<file path="src/rtl/multicycle_cpu.sv">
// Multicycle accumulator-free CPU: IDLE/EXEC/MEM/WB/HALT sequencer around a small
// register file, single-port data memory and flag-producing ALU.
module multicycle_cpu #(
    parameter int unsigned DATA_WIDTH  = 8,
    parameter int unsigned ADDR_BITS   = 5,
    parameter int unsigned REG_BITS    = 2,
    parameter int unsigned INSTR_WIDTH = 20
) (
    input  logic                   clk,
    input  logic                   rst,
    input  logic [INSTR_WIDTH-1:0] instruction,
    input  logic                   instr_valid,
    output logic                   instr_ready,
    output logic                   done,
    output logic                   halted,
    output logic                   zero_flag,
    output logic                   carry_flag,
    input  logic [REG_BITS-1:0]    dbg_sel,
    output logic [DATA_WIDTH-1:0]  dbg_data
);

    localparam int unsigned DW      = DATA_WIDTH;
    localparam int unsigned AW      = ADDR_BITS;
    localparam int unsigned RB      = REG_BITS;
    localparam int unsigned IW      = INSTR_WIDTH;
    localparam int unsigned NREG    = 2 ** RB;
    localparam int unsigned DEPTH   = 2 ** AW;
    localparam int unsigned OP_LSB  = IW - 4;
    localparam int unsigned RD_LSB  = OP_LSB - RB;
    localparam int unsigned RS1_LSB = RD_LSB - RB;
    localparam int unsigned RS2_LSB = RS1_LSB - RB;

    localparam logic [3:0] OP_ADD  = 4'd1;
    localparam logic [3:0] OP_SUB  = 4'd2;
    localparam logic [3:0] OP_AND  = 4'd3;
    localparam logic [3:0] OP_OR   = 4'd4;
    localparam logic [3:0] OP_XOR  = 4'd5;
    localparam logic [3:0] OP_SHL  = 4'd6;
    localparam logic [3:0] OP_SHR  = 4'd7;
    localparam logic [3:0] OP_ADDI = 4'd8;
    localparam logic [3:0] OP_LD   = 4'd9;
    localparam logic [3:0] OP_ST   = 4'd10;
    localparam logic [3:0] OP_MOVI = 4'd11;
    localparam logic [3:0] OP_HALT = 4'd15;

    typedef enum logic [2:0] {
        S_IDLE,
        S_EXEC,
        S_MEM,
        S_WB,
        S_HALT
    } state_t;

    state_t state_q, state_d;
    logic   done_d;

    logic [IW-1:0] instr_q;
    logic [DW-1:0] regs [NREG];
    logic [DW-1:0] mem  [DEPTH];
    logic [DW-1:0] result_q;
    logic          carry_q;
    logic [AW-1:0] addr_q;

    logic [3:0]    op;
    logic [RB-1:0] rd, rs1, rs2;
    logic [DW-1:0] imm, opa, opb, addr_sum;
    logic [DW:0]   alu_wide;
    logic          accept, store_en, wb_en;

    assign op  = instr_q[IW-1 -: 4];
    assign rd  = instr_q[RD_LSB  +: RB];
    assign rs1 = instr_q[RS1_LSB +: RB];
    assign rs2 = instr_q[RS2_LSB +: RB];
    assign imm = instr_q[DW-1:0];
    assign opa = regs[rs1];
    assign opb = regs[rs2];

    assign accept   = (state_q == S_IDLE) && instr_valid;
    assign store_en = (state_q == S_MEM) && (op == OP_ST) && rst;
    assign wb_en    = (state_q == S_WB);
    assign addr_sum = opa + imm;
    assign dbg_data = regs[dbg_sel];

    // Instruction bits between the register fields and imm are don't-care.
    logic unused_bits;
    assign unused_bits = ^{instr_q, addr_sum};

    // ALU: one extra bit carries add carry, subtract borrow or shifted-out bit.
    always_comb begin
        alu_wide = '0;
        case (op)
            OP_ADD:  alu_wide = {1'b0, opa} + {1'b0, opb};
            OP_SUB:  alu_wide = {1'b0, opa} - {1'b0, opb};
            OP_AND:  alu_wide = {1'b0, opa & opb};
            OP_OR:   alu_wide = {1'b0, opa | opb};
            OP_XOR:  alu_wide = {1'b0, opa ^ opb};
            OP_SHL:  alu_wide = {opa, 1'b0};
            OP_SHR:  alu_wide = {opa[0], 1'b0, opa[DW-1:1]};
            OP_ADDI: alu_wide = {1'b0, opa} + {1'b0, imm};
            OP_MOVI: alu_wide = {1'b0, imm};
            default: alu_wide = '0;
        endcase
    end

    always_ff @(posedge clk or negedge rst) begin
        if (!rst) begin
            state_q <= S_IDLE;
        end else begin
            state_q <= state_d;
        end
    end

    // Sequencer: next state plus the retirement pulse.
    always_comb begin
        state_d = state_q;
        done_d  = 1'b0;
        case (state_q)
            S_IDLE: begin
                if (instr_valid) begin
                    state_d = S_EXEC;
                end
            end
            S_EXEC: begin
                case (op)
                    OP_ADD, OP_SUB, OP_AND, OP_OR, OP_XOR,
                    OP_SHL, OP_SHR, OP_ADDI, OP_MOVI: state_d = S_WB;
                    OP_LD, OP_ST: state_d = S_MEM;
                    OP_HALT: begin
                        state_d = S_HALT;
                        done_d  = 1'b1;
                    end
                    default: begin
                        state_d = S_IDLE;
                        done_d  = 1'b1;
                    end
                endcase
            end
            S_MEM: begin
                if (op == OP_ST) begin
                    state_d = S_IDLE;
                    done_d  = 1'b1;
                end else begin
                    state_d = S_WB;
                end
            end
            S_WB: begin
                state_d = S_IDLE;
                done_d  = 1'b1;
            end
            S_HALT:  state_d = S_HALT;
            default: state_d = S_IDLE;
        endcase
    end

    always_ff @(posedge clk or negedge rst) begin
        if (!rst) begin
            instr_ready <= 1'b1;
            done        <= 1'b0;
            halted      <= 1'b0;
        end else begin
            instr_ready <= (state_d == S_IDLE);
            done        <= done_d;
            halted      <= (state_d == S_HALT);
        end
    end

    // Datapath: instruction latch, EXEC/MEM staging, register file and flags.
    always_ff @(posedge clk or negedge rst) begin
        if (!rst) begin
            instr_q    <= '0;
            result_q   <= '0;
            carry_q    <= 1'b0;
            addr_q     <= '0;
            zero_flag  <= 1'b0;
            carry_flag <= 1'b0;
            for (int i = 0; i < int'(NREG); i++) begin
                regs[i] <= '0;
            end
        end else begin
            if (accept) begin
                instr_q <= instruction;
            end
            if (state_q == S_EXEC) begin
                result_q <= alu_wide[DW-1:0];
                carry_q  <= alu_wide[DW];
                addr_q   <= addr_sum[AW-1:0];
            end
            if ((state_q == S_MEM) && (op == OP_LD)) begin
                result_q <= mem[addr_q];
            end
            if (wb_en) begin
                regs[rd] <= result_q;
                if (op != OP_LD) begin
                    zero_flag  <= (result_q == '0);
                    carry_flag <= carry_q;
                end
            end
        end
    end

    // Data memory keeps its contents across reset; rst gates a store caught mid-flight.
    always_ff @(posedge clk) begin
        if (store_en) begin
            mem[addr_q] <= opb;
        end
    end

endmodule

</file>
<file path="config.mk">
export PLATFORM = sky130hd
export DESIGN_NAME = multicycle_cpu
export DESIGN_NICKNAME = d
export VERILOG_FILES = /design/src/rtl/multicycle_cpu.sv
export SDC_FILE = /design/constraint.sdc
export NUM_CORES = 1
export LEC_CHECK = 0
export CAP_MARGIN = 20
export CORE_UTILIZATION = 55
export DETAILED_ROUTE_END_ITERATION = 16
export DONT_BUFFER_PORTS = 1
export HOLD_SLACK_MARGIN = 0.06
export PLACE_DENSITY_LB_ADDON = 0.1
export SLEW_MARGIN = 0
export SYNTH_ARGS = -nofsm -noshare
export SYNTH_HDL_FRONTEND = slang
export SYNTH_SLANG_ARGS = --single-unit
</file>
<file path="constraint.sdc">
create_clock -name clk -period 7.9 [get_ports clk]
set_input_delay 0.79 -clock clk [delete_from_list [all_inputs] [get_ports clk]]
set_output_delay 0.79 -clock clk [all_outputs]
set_load 0.005 [all_outputs]
</file>
# Word-level counts from Yosys, hierarchy flattened
# Memories as Yosys holds them, arrays and structs flattened.
# Cells that the tools add are included.
[op_classes] add_sub_neg=4 n_lt_le_gt_ge=5 n_eq_ne=18 n_mux=24 n_bitwise=7 n_reduce_logical=13
[ops] op="case mux 9 bit (9 select lines)" n=1
[ops] op="two-way mux 8 bit" n=9
[ops] op="binary-select mux 8 bit (select 2 bit)" n=3
[ops] op="bitwise mux 32 bit" n=1
[ops] op="equality test 4 bit (second input constant)" n=5
[ops] op="adder 8 x 8 -> 9 bit" n=2
[ops] op="demux 8 bit (select 2 bit)" n=1
[ops] op="equality test 4 x 3 -> 1 bit (second input constant)" n=4
[ops] op="greater-or-equal comparator 3 bit (second input constant)" n=4
[ops] op="NOT 2 -> 3 bit" n=4
[ops] op="case mux 3 bit (4 select lines)" n=1
[ops] op="OR reduction 11 bit" n=1
[ops] op="case mux 3 bit (3 select lines)" n=1
[ops] op="OR reduction 9 bit" n=1
[ops] op="subtractor 8 x 8 -> 9 bit" n=1
[ops] op="bitwise AND 8 bit" n=1
[ops] op="equality test 4 x 2 -> 1 bit (second input constant)" n=2
[ops] op="logical NOT 8 bit" n=1
[ops] op="bitwise OR 8 bit" n=1
[ops] op="XOR 8 bit" n=1
[ops] op="equality test 3 x 2 -> 1 bit (second input constant)" n=2
[ops] op="equality test 3 bit (second input constant)" n=2
[ops] op="logical NOT 3 bit" n=2
[ops] op="adder 5 bit" n=1
[ops] op="12 further kinds" n=19
[totals] register_bits=74 ramBits=256 in_bits=25 out_inout_bits=13 n_memories=1
[mem_list] name="mem" words=32 word_bits=8 rd=1 rd_clocked_by_memory_dff=0 wr=1 line="59" source="logic [DW-1:0] mem [DEPTH];"

# Logic depth before layout (Yosys ltp)
[depth] word_depth=8 depth_mapped=15 ltp_nobuf=14

# Least setup slack after synthesis
# OpenSTA, ideal clock, no wires.
[synth_timing] kind="register -> register" from="register instr_q[10]" to="register result_q[7]" arrival_ns=3.362 t_required_ns=7.767 path_slack_ns=4.406 path_stages_with_launch=14 path_buffers=1 period_less_slack_ns=3.494 cell_sequence="dfrtp_1 > buf_2 > mux4_2 > inv_1 > ha_1 > a22oi_1 > nand2_1 > ha_1 > a211oi_1 > nor2_1 > or4_1 > a31oi_1 > xor2_1 > o211ai_1"
[synth_via] elab_chain_cells=8
[synth_lines] element="start, declared" line="57" source="logic [IW-1:0] instr_q;"
[synth_lines] element="start signal, assigned" line="181" source="instr_q <= instruction;"
[synth_lines] element="NOT 2 -> 3 bit (implied by the code) *" line="76" source="assign opb = regs[rs2];"
[synth_lines] element="binary-select mux 8 bit (select 2 bit) *" line="76"
[synth_lines] element="two-way mux 8 bit (implied by the code) * (2 in a row)" line="76"
[synth_lines] element="net opb[0]" line="66" source="logic [DW-1:0] imm, opa, opb, addr_sum;"
[synth_lines] element="subtractor 8 x 8 -> 9 bit or adder 8 x 8 -> 9 bit (tied branches)" line="93, 92"
[synth_lines] element="case mux 9 bit (9 select lines) *" line="91" source="case (op)"
[synth_lines] element="two-way mux 8 bit *" line="183" source="if (state_q == S_EXEC) begin"
[synth_lines] element="two-way mux 8 bit *" line="188" source="if ((state_q == S_MEM) && (op == OP_LD)) begin"
[synth_lines] element="end signal, assigned" line="184" source="result_q <= alu_wide[DW-1:0];"
[synth_lines] element="end signal, assigned" line="189" source="result_q <= mem[addr_q];"
[synth_lines] element="end, declared" line="60" source="logic [DW-1:0] result_q;"
# The timed path passes the listed nets; every way through them passes the cells marked *. The select of a mux whose other input is x is not followed.
# A chain may end at the register's enable or synchronous reset.

# Worst setup path in the final report
# Ends and elaborated chain as after synthesis.

==> flow_summary.html <==
<table>
<tr><th>Metric</th><th>Value</th></tr>
<tr><th colspan="2">Pwr</th></tr>
<tr><td>Highest ir drop seen on vdd</td><td>roughly 0.25 mV</td></tr>
<tr><td>Pwr/cell area</td><td>375 nW/µm²</td></tr>
<tr><td>Leakage Power</td><td>roughly 5.9 nW</td></tr>
<tr><td>Power, Total</td><td>0.00612 W</td></tr>
<tr><th colspan="2">Min path</th></tr>
<tr><td>Worst min path class</td><td>input pin to asynchronous set/reset pin</td></tr>
<tr><th colspan="2">Timing</th></tr>
<tr><td>Final critical delay including setup and external delays</td><td>approximately 4.2 ns</td></tr>
<tr><td>Fmax</td><td>~240 MHz</td></tr>
<tr><td>Worst Hold Margin</td><td>around 0.12 ns</td></tr>
<tr><td>Number of failing hold endpoints at the final stage</td><td>0</td></tr>
<tr><td>Final worst-path cycle share</td><td>a little over half</td></tr>
<tr><td>Transition at the pin with the smallest max-transition slack</td><td>1.01 ns</td></tr>
<tr><td>Clock Skews</td><td>0.0262 ns</td></tr>
<tr><td>Max Transition Viols Final</td><td>0</td></tr>
<tr><td>Unrepaired setup endpoints after global routing</td><td>no</td></tr>
<tr><td>Final number of setup-violating endpoints</td><td>0</td></tr>
<tr><td>Setup Total Neg Slack</td><td>0 ns</td></tr>
<tr><td>Worst slew margin relative to its limit</td><td>33.0%</td></tr>
<tr><th colspan="2">Critical path</th></tr>
<tr><td>Worst reg2reg setup slack</td><td>3.71 ns</td></tr>
<tr><td>Arrival time at the worst endpoint</td><td>around 4.6 ns</td></tr>
<tr><td>Setup Crit Path Kind</td><td>flip-flop to flip-flop</td></tr>
<tr><td>CP Max Fanout</td><td>35</td></tr>
<tr><td>Data required time of the critical path</td><td>~8.3 ns</td></tr>
<tr><td>Category of the worst setup path launch point</td><td>flip-flop</td></tr>
<tr><td>Sort of element at the end of the critical path</td><td>flip-flop</td></tr>
<tr><th colspan="2">Die</th></tr>
<tr><td>Area of the core</td><td>~26000 µm²</td></tr>
<tr><td>Initial core utilization</td><td>between 50% and 60%</td></tr>
<tr><td>Die outline area</td><td>between 20000 and 30000 µm²</td></tr>
<tr><td>Chip Width</td><td>167 µm</td></tr>
<tr><td>Io pins</td><td>38</td></tr>
<tr><td>Die height</td><td>167 µm</td></tr>
<tr><td>Cell Rows</td><td>59</td></tr>
<tr><th colspan="2">Global routing</th></tr>
<tr><td>GR Util met3</td><td>under 10%</td></tr>
<tr><td>Met1 layer usage reported by global route</td><td>36.1%</td></tr>
<tr><td>Number of global-route vias before repair</td><td>around 8500</td></tr>
<tr><td>Largest net degree at the start of global routing</td><td>around 110</td></tr>
<tr><td>Overall Global Routing Usage</td><td>about a quarter</td></tr>
<tr><td>Wire length of the first global-routing pass</td><td>~53 mm</td></tr>
<tr><td>Number of antenna violations at the first check in global routing</td><td>0</td></tr>
<tr><td>Layer carrying the most global-route usage</td><td>met2</td></tr>
<tr><td>Sum of overflow across all layers after global routing</td><td>0</td></tr>
<tr><td>Met2 track demand over resource in global routing</td><td>42.0%</td></tr>
<tr><th colspan="2">Yosys</th></tr>
<tr><td>Synthesized flop and latch total</td><td>approximately 330</td></tr>
<tr><td>Commonest register cell after synthesis</td><td>edfxtp_1</td></tr>
<tr><td>Number of warnings reported in the yosys synthesis log</td><td>0</td></tr>
<tr><td>Area of the mapped netlist</td><td>14900 µm²</td></tr>
<tr><td>Number of nets in the synthesized netlist</td><td>1044</td></tr>
<tr><td>Number of flops mapped to enable cells by yosys</td><td>256</td></tr>
<tr><td>Async set-or-reset flop fraction in the synthesized netlist</td><td>between 20% and 30%</td></tr>
<tr><td>Count of distinct cell types in the synthesized netlist</td><td>62</td></tr>
<tr><td>Post-Synthesis Cells</td><td>between 900 and 1000</td></tr>
<tr><td>Sequential area share after synthesis</td><td>63.6%</td></tr>
<tr><td>Avg Cell Area, Syn</td><td>between 15 and 20 µm²</td></tr>
<tr><th colspan="2">Finish</th></tr>
<tr><td>Share of final-layout standard cells stronger than drive strength 1</td><td>between 15 and 20%</td></tr>
<tr><td>Total Nets Final</td><td>roughly 1000</td></tr>
<tr><td>Fillers</td><td>around 1900</td></tr>
<tr><td>Number of inserted diodes</td><td>0</td></tr>
<tr><td>Non-filler cells in the finished layout</td><td>between 1000 and 1500</td></tr>
<tr><td>Final core utilization</td><td>roughly three fifths</td></tr>
<tr><td>Area growth syn-to-layout</td><td>9.43%</td></tr>
<tr><th colspan="2">Clock tree</th></tr>
<tr><td>Num Clock Sinks</td><td>approximately 330</td></tr>
<tr><td>Post-CTS Repair Setup Buffers</td><td>0</td></tr>
<tr><td>CTS max path bufs</td><td>3</td></tr>
<tr><td>Clock slew at reported path FFs</td><td>about 0.060 ns</td></tr>
<tr><td>H-tree lvl count</td><td>2</td></tr>
<tr><td>Clk Latency, worst-skew pair</td><td>0.53 ns</td></tr>
<tr><td>Total clock buffers created by CTS</td><td>35</td></tr>
<tr><td>Post-cts repair resize count</td><td>0</td></tr>
<tr><td>CTS tree</td><td>yes</td></tr>
<tr><td>Master cell of the clock root buffer</td><td>clkbuf_16</td></tr>
<tr><td>Hold buffers post-CTS</td><td>1</td></tr>
<tr><th colspan="2">Placed design</th></tr>
<tr><td>Post-DP HPWL</td><td>between 20 and 25 mm</td></tr>
<tr><td>Cell count after placement</td><td>about 1300</td></tr>
<tr><td>Total of buffers placed on input and output ports</td><td>0</td></tr>
<tr><td>GP Congestion</td><td>around 0.94</td></tr>
<tr><th colspan="2">Drt</th></tr>
<tr><td>Routed via count divided by cell count</td><td>around 6.4</td></tr>
<tr><td>Count of nets left with antenna violations after detail routing</td><td>0</td></tr>
<tr><td>DRC viols</td><td>0</td></tr>
<tr><td>Wire length per cell</td><td>26.0 µm</td></tr>
<tr><td>Initial drt markers</td><td>859</td></tr>
<tr><td>TritonRoute pass-1 iters</td><td>5</td></tr>
<tr><td>Routed via count</td><td>around 8700</td></tr>
<tr><td>Aggregate routed wire length</td><td>about 35 mm</td></tr>
<tr><th colspan="2">Status</th></tr>
<tr><td>Run status</td><td>finished clean</td></tr>
<tr><th colspan="2">Flow run</th></tr>
<tr><td>Number of max-cap violations</td><td>0</td></tr>
</table>
[through the flow]
step	area (µm²)	setup slack [ns]
final	16300	3.71
after global routing	16300	3.34
after CTS	16300	3.71
after detailed placement	15200	3.73
after global placement	15200	3.76
after floorplan	14900	4.41
[report_power, final]
group	switching [W]	internal [W]	leakage (nW)
clock	0.000660	0.000937	0.543
sequential	0.000290	0.00220	3.37
combinational	0.00121	0.000823	1.97
total	0.00216	0.00396	5.88
[placed cells by master, fill, tap and decap left out, drive strengths merged, types with 4 or more instances in the layout]
| master | instances |
|---|---|
| nand4 | 4 |
| a31oi | 13 |
| nand4b | 4 |
| inv | 24 |
| and3 | 4 |
| a21oi | 27 |
| o21ai | 29 |
| o22ai | 44 |
| clkinv | 14 |
| mux2 | 55 |
| a211oi | 5 |
| nand2b | 10 |
| nand3 | 9 |
| nand2 | 39 |
| edfxtp | 256 |
| nor4 | 13 |
| nand3b | 6 |
| xor2 | 4 |
| nor3b | 6 |
| clkbuf | 43 |
| mux2i | 94 |
| a21o | 4 |
| buf | 11 |
| nor2 | 56 |
| xnor2 | 9 |
| nor3 | 14 |
| nor2b | 8 |
| a22oi | 13 |
| mux4 | 42 |
| ha | 29 |
| dfrtp | 71 |
| or4b | 4 |
[logic make-up after synthesis]
family	share of synthesized area [%]
AND/OR/NAND/NOR	6.99
buffers and inverters	2.26
flip-flops	63.6
multiplexers	16.8
XOR/XNOR	0.763
adder cells (fa/ha/maj)	2.70
AO/OA/AOI/OAI	6.88
[worst paths after layout]
path | from | to | depth (start not counted)
max | instr_q[10]$_DFFE_PN0P_ | result_q[7]$_DFFE_PN0P_ | 12
min | rst | instr_ready$_DFF_PN1_ | 0
max reg2reg | instr_q[10]$_DFFE_PN0P_ | result_q[7]$_DFFE_PN0P_ | 12
min reg2reg | carry_q$_DFFE_PN0P_ | carry_q$_DFFE_PN0P_ | 2
max in group asynchronous | rst | addr_q[1]$_DFFE_PN0P_ | 1
min in group clk | instruction[1] | instr_q[1]$_DFFE_PN0P_ | 2
[Yosys cell counts (all sizes together), types with 10 or more instances]
library cell  instances  area (µm²)
a21oi                27         135
a22oi                13        97.6
a31oi                13        81.3
buf                  30         175
clkbuf               20        75.1
dfrtp                71        1780
edfxtp              256        7690
ha                   29         363
inv                  23        86.3
mux2                 55         619
mux2i                94         941
mux4                 42         946
nand2                39         146
nand2b               10        62.6
nor2                 56         210
nor3                 14        85.1
nor4                 13        81.3
o21ai                29         145
o22ai                44         275
[worst max-delay path: stages, from the launching register on]
cell	delay [ns]
dfrtp_1	0.68
mux4_2	0.92
inv_1	0.24
ha_1	0.25
a22oi_1	0.17
nand2_1	0.13
ha_1	0.33
a211oi_1	0.28
nor2_1	0.12
or4_1	0.42
a31oi_1	0.21
xor2_1	0.17
o211ai_1	0.10
[layer usage]
metal | up-vias | wire length, µm
met2 | 351 | 16700
met5 | - | 0
met3 | 78 | 2450
met4 | 0 | 1050
met1 | 4334 | 14800
li1 | 3904 | -
[area by class of cell]
class                           instances  area (µm²)  area share [%]
Timing Repair Buffer                   11         113           0.690
Sequential cell                       328        9500            58.2
Clock inverter                         20         188            1.15
Multi-Input combinational cell        587        5100            31.2
Clock buffer                           43         927            5.68
Tap cell                              335         419            2.57
Inverter                               23        86.3           0.529
[registers in the layout, summed over array words and instances, names as in the netlist]
signal	flops
mem	256
regs	32
instr_q	18
result_q	8
addr_q	5
state_q	3
carry_flag	1
carry_q	1
done	1
halted	1
instr_ready	1
zero_flag	1
No activity file was read; power rests on OpenSTA's default activity.
